### src/rtl/mdu_pkg.sv
// Shared types and constants for the iterative multiply/divide unit.
package mdu_pkg;

    localparam int MDU_WIDTH = 32;
    localparam int MDU_ITERS = 32;
    localparam int MDU_CNT_W = 5;

    // Quotient reported for a zero divisor, DIV and DIVU alike.
    localparam logic [MDU_WIDTH-1:0] DIV0_QUOT = {MDU_WIDTH{1'b1}};

    typedef enum logic [1:0] {
        OP_MULT  = 2'b00,
        OP_MULTU = 2'b01,
        OP_DIV   = 2'b10,
        OP_DIVU  = 2'b11
    } mdu_op_e;

    typedef enum logic [1:0] {
        ST_IDLE = 2'b00,
        ST_CALC = 2'b01,
        ST_FIX  = 2'b10,
        ST_DONE = 2'b11
    } mdu_state_e;

endpackage

### src/rtl/mul_div_unit_add.sv
// ADD: the ALU's plain ripple adder, reused by the MDU as its per-iteration
// add (multiply) and trial subtract (divide, via ~b and c_in = 1).
module ADD #(
    parameter int WIDTH = 32
) (
    input  logic [WIDTH-1:0] a,
    input  logic [WIDTH-1:0] b,
    input  logic             c_in,
    output logic [WIDTH-1:0] sum,
    output logic             c_out
);

    // Full-width add with carry in and carry out.
    assign {c_out, sum} = {1'b0, a} + {1'b0, b} + {{WIDTH{1'b0}}, c_in};

endmodule

### src/rtl/mul_div_unit.sv
// mul_div_unit: 34-cycle iterative MULT/MULTU/DIV/DIVU with HI/LO registers
// and MTHI/MTLO write port. Define MDU_DIV_EN to build the divider; without it
// divide requests are ignored and only multiply is available.
import mdu_pkg::*;

module mul_div_unit #(
    parameter int WIDTH = MDU_WIDTH
) (
    input  logic             clk,
    input  logic             rst_n,
    input  logic             start,
    input  logic [1:0]       op,
    input  logic [WIDTH-1:0] A,
    input  logic [WIDTH-1:0] B,
    input  logic             wr_hi,
    input  logic             wr_lo,
    input  logic [WIDTH-1:0] wdata,
    output logic             busy,
    output logic             done,
    output logic [WIDTH-1:0] hi,
    output logic [WIDTH-1:0] lo
);

    localparam logic [MDU_CNT_W-1:0] LAST_ITER = MDU_CNT_W'(MDU_ITERS - 1);
    localparam logic [MDU_CNT_W-1:0] ZERO_CNT  = {MDU_CNT_W{1'b0}};
    localparam logic [MDU_CNT_W-1:0] ONE_CNT   = {{(MDU_CNT_W-1){1'b0}}, 1'b1};
    localparam logic [WIDTH-1:0]     ZERO_W    = {WIDTH{1'b0}};
    localparam logic [WIDTH-1:0]     ONE_W     = {{(WIDTH-1){1'b0}}, 1'b1};
    localparam logic [2*WIDTH-1:0]   ONE_2W    = {{(2*WIDTH-1){1'b0}}, 1'b1};
`ifdef MDU_DIV_EN
    // All-ones at whatever width the unit is built for.
    localparam logic [WIDTH-1:0]     QUOT_DIV0 = {WIDTH{DIV0_QUOT[0]}};
`endif

    // Two's-complement negate when neg is set.
    function automatic logic [WIDTH-1:0] neg_if(input logic [WIDTH-1:0] v, input logic neg);
        return neg ? (~v + ONE_W) : v;
    endfunction

    mdu_state_e             state_r, state_nxt_s;
    logic [MDU_CNT_W-1:0]   cnt_r;
    mdu_op_e                op_r;
    logic                   sign_a_r, sign_b_r;
    logic [WIDTH-1:0]       opb_r;      // multiplicand or divisor magnitude
    logic [2*WIDTH-1:0]     acc_r;      // {upper, lower} shift accumulator
    logic                   busy_r, done_r, busy_nxt_s, done_nxt_s;
    logic [WIDTH-1:0]       hi_r, lo_r;

    logic                   op_ok_s, in_flight_s, accept_s;
    logic                   sa_in_s, sb_in_s;
    logic [WIDTH-1:0]       a_mag_s, b_mag_s, init_lo_s, init_opb_s;
    logic [WIDTH-1:0]       add_a_s, add_b_s, add_sum_s;
    logic                   add_cin_s, add_cout_s;
    logic [2*WIDTH-1:0]     acc_step_s, prod_s;
    logic [WIDTH-1:0]       res_hi_s, res_lo_s;
`ifdef MDU_DIV_EN
    logic                   b_zero_r;
    logic                   is_div_s, fit_s;
    assign op_ok_s  = 1'b1;
    assign is_div_s = (op_r == OP_DIV) || (op_r == OP_DIVU);
    // Trial subtract fits when the shifted-out remainder bit is set or no borrow.
    assign fit_s    = acc_r[2*WIDTH-1] | add_cout_s;
`else
    // Divide requests are dropped entirely when the divider is not built.
    assign op_ok_s  = ~op[1];
`endif

    assign in_flight_s = (state_r == ST_CALC) || (state_r == ST_FIX);
    assign accept_s    = start & op_ok_s & ~in_flight_s;

    // Signed ops (op[0] == 0) work on magnitudes.
    assign sa_in_s = ~op[0] & A[WIDTH-1];
    assign sb_in_s = ~op[0] & B[WIDTH-1];
    assign a_mag_s = neg_if(A, sa_in_s);
    assign b_mag_s = neg_if(B, sb_in_s);

    // Route magnitudes: multiplier/dividend into the accumulator, the other into opb.
    always_comb begin
        init_lo_s  = b_mag_s;
        init_opb_s = a_mag_s;
`ifdef MDU_DIV_EN
        if (op[1]) begin
            init_lo_s  = a_mag_s;
            init_opb_s = b_mag_s;
        end else begin
            init_lo_s  = b_mag_s;
            init_opb_s = a_mag_s;
        end
`endif
    end

    // Adder operands: conditional add for multiply, A + ~B + 1 for divide.
    always_comb begin
        add_a_s   = acc_r[2*WIDTH-1:WIDTH];
        add_b_s   = acc_r[0] ? opb_r : ZERO_W;
        add_cin_s = 1'b0;
`ifdef MDU_DIV_EN
        if (is_div_s) begin
            add_a_s   = acc_r[2*WIDTH-2:WIDTH-1];
            add_b_s   = ~opb_r;
            add_cin_s = 1'b1;
        end else begin
            add_a_s   = acc_r[2*WIDTH-1:WIDTH];
            add_b_s   = acc_r[0] ? opb_r : ZERO_W;
            add_cin_s = 1'b0;
        end
`endif
    end

    ADD #(.WIDTH(WIDTH)) u_add (
        .a     (add_a_s),
        .b     (add_b_s),
        .c_in  (add_cin_s),
        .sum   (add_sum_s),
        .c_out (add_cout_s)
    );

    // One iteration: shift-add for multiply, restoring shift-subtract for divide.
    always_comb begin
        acc_step_s = {add_cout_s, add_sum_s, acc_r[WIDTH-1:1]};
`ifdef MDU_DIV_EN
        if (is_div_s) begin
            acc_step_s = {(fit_s ? add_sum_s : acc_r[2*WIDTH-2:WIDTH-1]), acc_r[WIDTH-2:0], fit_s};
        end else begin
            acc_step_s = {add_cout_s, add_sum_s, acc_r[WIDTH-1:1]};
        end
`endif
    end

    // Sign correction of the finished accumulator into HI/LO values.
    always_comb begin
        prod_s   = ((op_r == OP_MULT) && (sign_a_r ^ sign_b_r)) ? (~acc_r + ONE_2W) : acc_r;
        res_hi_s = prod_s[2*WIDTH-1:WIDTH];
        res_lo_s = prod_s[WIDTH-1:0];
`ifdef MDU_DIV_EN
        if (is_div_s) begin
            // Zero divisor leaves the remainder equal to |A|, so HI restores A.
            res_lo_s = b_zero_r ? QUOT_DIV0 : neg_if(acc_r[WIDTH-1:0], sign_a_r ^ sign_b_r);
            res_hi_s = neg_if(acc_r[2*WIDTH-1:WIDTH], sign_a_r);
        end else begin
            res_hi_s = prod_s[2*WIDTH-1:WIDTH];
            res_lo_s = prod_s[WIDTH-1:0];
        end
`endif
    end

    // State register plus registered busy/done flags.
    always_ff @(posedge clk) begin
        if (!rst_n) begin
            state_r <= ST_IDLE;
            busy_r  <= 1'b0;
            done_r  <= 1'b0;
        end else begin
            state_r <= state_nxt_s;
            busy_r  <= busy_nxt_s;
            done_r  <= done_nxt_s;
        end
    end

    // Next-state logic: DONE accepts a new start exactly like IDLE.
    always_comb begin
        state_nxt_s = state_r;
        case (state_r)
            ST_IDLE, ST_DONE: begin
                if (accept_s) state_nxt_s = ST_CALC;
                else          state_nxt_s = ST_IDLE;
            end
            ST_CALC: begin
                if (cnt_r == LAST_ITER) state_nxt_s = ST_FIX;
                else                    state_nxt_s = ST_CALC;
            end
            ST_FIX:  state_nxt_s = ST_DONE;
            default: state_nxt_s = ST_IDLE;
        endcase
    end

    // Output decode of the upcoming state, registered above.
    always_comb begin
        busy_nxt_s = 1'b0;
        done_nxt_s = 1'b0;
        case (state_nxt_s)
            ST_CALC, ST_FIX: busy_nxt_s = 1'b1;
            ST_DONE:         done_nxt_s = 1'b1;
            default: begin
                busy_nxt_s = 1'b0;
                done_nxt_s = 1'b0;
            end
        endcase
    end

    // Operand capture on accept and one accumulator step per CALC cycle.
    always_ff @(posedge clk) begin
        if (!rst_n) begin
            cnt_r    <= ZERO_CNT;
            op_r     <= OP_MULT;
            sign_a_r <= 1'b0;
            sign_b_r <= 1'b0;
            opb_r    <= ZERO_W;
            acc_r    <= {ZERO_W, ZERO_W};
`ifdef MDU_DIV_EN
            b_zero_r <= 1'b0;
`endif
        end else if (accept_s) begin
            cnt_r    <= ZERO_CNT;
            op_r     <= mdu_op_e'(op);
            sign_a_r <= sa_in_s;
            sign_b_r <= sb_in_s;
            opb_r    <= init_opb_s;
            acc_r    <= {ZERO_W, init_lo_s};
`ifdef MDU_DIV_EN
            b_zero_r <= (B == ZERO_W);
`endif
        end else if (state_r == ST_CALC) begin
            acc_r <= acc_step_s;
            cnt_r <= cnt_r + ONE_CNT;
        end
    end

    // HI/LO: result commit in FIX, otherwise MTHI/MTLO when not busy.
    always_ff @(posedge clk) begin
        if (!rst_n) begin
            hi_r <= ZERO_W;
            lo_r <= ZERO_W;
        end else if (state_r == ST_FIX) begin
            hi_r <= res_hi_s;
            lo_r <= res_lo_s;
        end else if (!in_flight_s) begin
            if (wr_hi) hi_r <= wdata;
            if (wr_lo) lo_r <= wdata;
        end
    end

    assign busy = busy_r;
    assign done = done_r;
    assign hi   = hi_r;
    assign lo   = lo_r;

endmodule
### config.mk
export PLATFORM = sky130hd
export DESIGN_NAME = mul_div_unit
export DESIGN_NICKNAME = d
export VERILOG_FILES = /design/src/rtl/mdu_pkg.sv /design/src/rtl/mul_div_unit_add.sv /design/src/rtl/mul_div_unit.sv
export SDC_FILE = /design/constraint.sdc
export NUM_CORES = 1
export LEC_CHECK = 0
export CAP_MARGIN = 25
export CELL_PAD_IN_SITES_DETAIL_PLACEMENT = 0
export CELL_PAD_IN_SITES_GLOBAL_PLACEMENT = 1
export CORE_AREA = 2 2 206 147
export CTS_BUF_LIST = sky130_fd_sc_hd__clkbuf_16
export CTS_CLUSTER_SIZE = 30
export DETAILED_ROUTE_END_ITERATION = 8
export DIE_AREA = 0 0 208 149
export PLACE_DENSITY = 0.76
export SETUP_SLACK_MARGIN = 0.15
export SLEW_MARGIN = 0
export SYNTH_ARGS = -nofsm -noshare
export SYNTH_HDL_FRONTEND = slang
export SYNTH_SLANG_ARGS = --single-unit
### constraint.sdc
create_clock -name clk -period 9.7 [get_ports clk]
set_input_delay 1.94 -clock clk [delete_from_list [all_inputs] [get_ports clk]]
set_output_delay 1.94 -clock clk [all_outputs]
set_load 0.01 [all_outputs]
==> flow_summary_export.csv <==
group,metric,value,unit
synthesis,synthArstFlopShare,0,%
synthesis,synth_top_family_by_area,"compound AO/OA/AOI/OAI gates",
floorplan,die_h,149,um
synthesis,synth_seq_cells,173,
synthesis,synth_warnings,0,
job,cap_viol_max_count,0,
clocking,clock_sinks,173,
worst_setup_path,critPathArrivalTime,4970,ps
global_route,vias_in_the_first_global_route,9862,
worst_setup_path,crit-reg2reg-launch,"acc_r[0]",
finish,layout-area-overhead-vs-synth,22.5,%
clocking,cts_setup_buffers,0,
worst_setup_path,reg2reg_depth,11,
finish,most-common-layout-cells,"188 x sky130_fd_sc_hd__nor2_1, 173 x sky130_fd_sc_hd__dfxtp_1, 168 x sky130_fd_sc_hd__clkdlybuf4s50_1, 122 x sky130_fd_sc_hd__a21oi_1, 105 x sky130_fd_sc_hd__nand2_1",
synthesis,synth_edf_count,0,
synthesis,synth_nets,1618,
clocking,clock_tree.htree_level_count,4,
clocking,ctsLongestPathBuffers,2,
clocking,clk_pin_slew,70,ps
routing,detailedRoute.firstPassIterationCount,5,
worst_setup_path,sort_of_element_at_the_end_of_the_critical_path,"flip-flop",
timing,hold_vio_cnt_final,0,
timing,maxSlewHeadroom,29.7,%
power_and_ir_drop,power.share.clock,37.4,%
synthesis,synth_largest_area_cell,"sky130_fd_sc_hd__dfxtp_1",
place,dp_hpwl,30.8,mm
synthesis,post_synth_mux_area_share,4.45,%
synthesis,post_synth_instance_area,0.0115,mm^2
synthesis,netlist-cell-type-count,67,
global_route,grt_pass1_wl,61.2,mm
routing,routed_wl,39.9,mm
timing,tightest_slew,1050,ps
synthesis,synth_top_cells_by_area,"sky130_fd_sc_hd__dfxtp_1 30%, sky130_fd_sc_hd__nor2_1 6.2%, sky130_fd_sc_hd__xnor2_1 6.0%",
synthesis,synthesis.instances,1474,
finish,antenna_cells,0,
floorplan,design.portCount,169,
worst_setup_path,start_kind,"input port",
synthesis,ys.flop_type,"sky130_fd_sc_hd__dfxtp_1",
status,result_of_the_run,"complete, no violations",
power_and_ir_drop,vdd_ir_drop_max,0.102,mV
power_and_ir_drop,report.power.total,1.86,mW
routing,num_vias,11300,
floorplan,design.die.area,0.0310,mm^2
timing,final.setup.tns,0,ps
routing,post_drt_via_cell_ratio,5.70,
finish,fill_cells,2920,
clocking,clk_root_buffer_cell,"sky130_fd_sc_hd__clkbuf_16",
worst_setup_path,critical_path_required,10060,ps
worst_setup_path,critical_path_peak_fanout,7,
synthesis,synth.avg_cell_area,7.78,um^2
routing,drt_first_iter_violations,931,
timing,finalClockSkew,12.1,ps
power_and_ir_drop,power_switching_share,31.3,%
timing,timing_max_transition_violations_final,0,
floorplan,die_extent_in_x,208,um
worst_setup_path,timing_worst_setup_path_type,"input port to flip-flop",
timing,timing.final.setup_violations,0,
clocking,cts_repair_resize_count,0,
routing,remaining_drc_errors,0,
synthesis,synth-compound-area-share,24.0,%
global_route,grt_start_max_net_pins,70,
power_and_ir_drop,relative_contribution_of_combinational_cells_to_total_power,20.1,%
clocking,clock_latency,450,ps
floorplan,core.rowCount,53,
power_and_ir_drop,powerDensity,133,mW/mm^2
worst_setup_path,r2r-end,"acc_r[62]",
timing,fmax,217,MHz
place,io_buffer_count,168,
synthesis,synth_adder_area_share,4.54,%
worst_hold_path,hold_depth,2,
power_and_ir_drop,proportion_of_power_drawn_by_flip_flops_and_latches,42.5,%
clocking,cts-hold-fix-buffers,0,
worst_hold_path,hold-path-endpoint,"sign_b_r",
timing,grt_setup_unrepaired,"false",
floorplan,initial_core_util,39.1,%
global_route,grt.overflow.total,0,
synthesis,post_synth_and_or_nand_nor_area_fraction,22.0,%
synthesis,synthXorXnorAreaFrac,10.7,%
finish,post_route_cells_drive_above_1_share,5.01,%
clocking,clock_tree_from_tritoncts,"yes",
worst_hold_path,holdCritStartpoint,"sign_b_r",
power_and_ir_drop,cellInternalPower,1.28,mW
power_and_ir_drop,power_switching,583,uW
worst_hold_path,worst_hold_path_type,"flip-flop to flip-flop",
timing,post-route-period-util,47.6,%
finish,final_common_cell,"sky130_fd_sc_hd__nor2_1",
finish,nets,1728,
worst_setup_path,rrSetupSlack,5920,ps
power_and_ir_drop,static-leakage-power,5.17,nW
global_route,antenna_found_initial,2,
routing,final_antenna_net_count,0,
synthesis,synth_seq_area_share,30.2,%
place,globalplace.congestion,0.907,
synthesis,synth_largest_type_area_fraction,30.2,%
routing,avgRoutedWirePerCell,20.1,um
clocking,tritoncts.num_buffers,17,
global_route,groute.usage.overall,25.5,%
floorplan,design.core.area,0.0293,mm^2
timing,layout_min_cycle_time,4610,ps
-- worst max-delay path by stage --
stage                endpoint  slack, ps  start  cells past startpoint
floorplan           acc_r[29]       5500  B[12]                      8
global placement    acc_r[29]       4770  B[10]                      9
detailed placement  opb_r[22]       4670   A[4]                      8
CTS                 opb_r[22]       5150   A[4]                      8
global route        opb_r[22]       4730   A[2]                      8
finish              opb_r[22]       5090   A[4]                      8
-- registers in the layout, indices dropped and copies added (netlist names) --
name      cells
lo           32
cnt_r         5
acc_r        64
sign_b_r      1
sign_a_r      1
opb_r        32
busy          1
done          1
op_r          2
hi           32
state_r       2
-- cell usage after synthesis, types with 8 or more instances --
| master | number |
|---|---|
| sky130_fd_sc_hd__a211oi_1 | 73 |
| sky130_fd_sc_hd__a21o_1 | 14 |
| sky130_fd_sc_hd__a21oi_1 | 122 |
| sky130_fd_sc_hd__a221oi_1 | 9 |
| sky130_fd_sc_hd__a31oi_1 | 13 |
| sky130_fd_sc_hd__and2_1 | 38 |
| sky130_fd_sc_hd__and3_1 | 14 |
| sky130_fd_sc_hd__buf_1 | 11 |
| sky130_fd_sc_hd__clkbuf_1 | 82 |
| sky130_fd_sc_hd__dfxtp_1 | 173 |
| sky130_fd_sc_hd__ha_1 | 40 |
| sky130_fd_sc_hd__inv_1 | 29 |
| sky130_fd_sc_hd__mux2i_1 | 51 |
| sky130_fd_sc_hd__nand2_1 | 105 |
| sky130_fd_sc_hd__nand3_1 | 29 |
| sky130_fd_sc_hd__nand4_1 | 11 |
| sky130_fd_sc_hd__nor2_1 | 190 |
| sky130_fd_sc_hd__nor2b_1 | 10 |
| sky130_fd_sc_hd__nor3_1 | 31 |
| sky130_fd_sc_hd__nor4_1 | 17 |
| sky130_fd_sc_hd__o211ai_1 | 19 |
| sky130_fd_sc_hd__o21ai_0 | 83 |
| sky130_fd_sc_hd__o22ai_1 | 16 |
| sky130_fd_sc_hd__o31ai_1 | 19 |
| sky130_fd_sc_hd__or2_2 | 8 |
| sky130_fd_sc_hd__or3_1 | 24 |
| sky130_fd_sc_hd__or4_1 | 9 |
| sky130_fd_sc_hd__xnor2_1 | 78 |
| sky130_fd_sc_hd__xor2_1 | 62 |
-- metrics by stage --
step                std cells  area [um^2]  setup WS (ps)  util (%)  hold slack, ps
finish                   1982        14000           5090      47.9             470
global route             1982        14000           4730      47.9             499
CTS                      1981        14000           5150      47.8             467
detailed placement       1949        13400           4670      45.8             457
global placement         1948        13400           4770      45.8             438
floorplan                1474        11500           5500         -             417
-- layout make-up --
cell class | count | area (um^2) | area share [%]
multi-input combinational | 1176 | 7560 | 53.9
sequential | 173 | 3460 | 24.7
timing repair buffer | 186 | 1840 | 13.1
tap | 385 | 482 | 3.43
clock buffer | 17 | 425 | 3.03
clock inverter | 15 | 156 | 1.11
inverter | 30 | 113 | 0.802
-- layer usage --
| layer | vias to the layer above | track usage, % | share of wire [%] |
|---|---|---|---|
| met5 | - | 0 | 0.055 |
| met4 | 4 | 6.70 | 1.7 |
| met3 | 44 | 4.27 | 7.4 |
| met2 | 403 | 32.9 | 38 |
| met1 | 5259 | 42.0 | 53 |
| li1 | 5580 | - | - |
-- power by group through the flow --
stage | sequential [mW] | clock [mW] | combinational (mW)
detailed placement | 0.806 | 0 | 0.368
floorplan | 0.798 | 0 | 0.205
global route | 0.796 | 0.739 | 0.405
CTS | 0.790 | 0.706 | 0.370
global placement | 0.805 | 0 | 0.366
finish | 0.791 | 0.697 | 0.373
-- kinds of logic (layout without fill, tap and decap cells) --
group	count (synthesis)	count (layout)
compound gates	428	428
xor+xnor	140	140
fa+ha+maj	41	41
buf+inv	125	248
flops	173	173
mux	51	51
simple gates	516	516
-- worst max-delay path, cell delays in order --
cell and delay, ps:
sky130_fd_sc_hd__clkdlybuf4s50_1 460, sky130_fd_sc_hd__nor4_1 600, sky130_fd_sc_hd__nand4_1 290, sky130_fd_sc_hd__or3_1 400
sky130_fd_sc_hd__nor4_1 710, sky130_fd_sc_hd__a21oi_1 190, sky130_fd_sc_hd__xnor2_1 160, sky130_fd_sc_hd__a211oi_1 210
No activity file was read; power rests on OpenSTA's default activity.
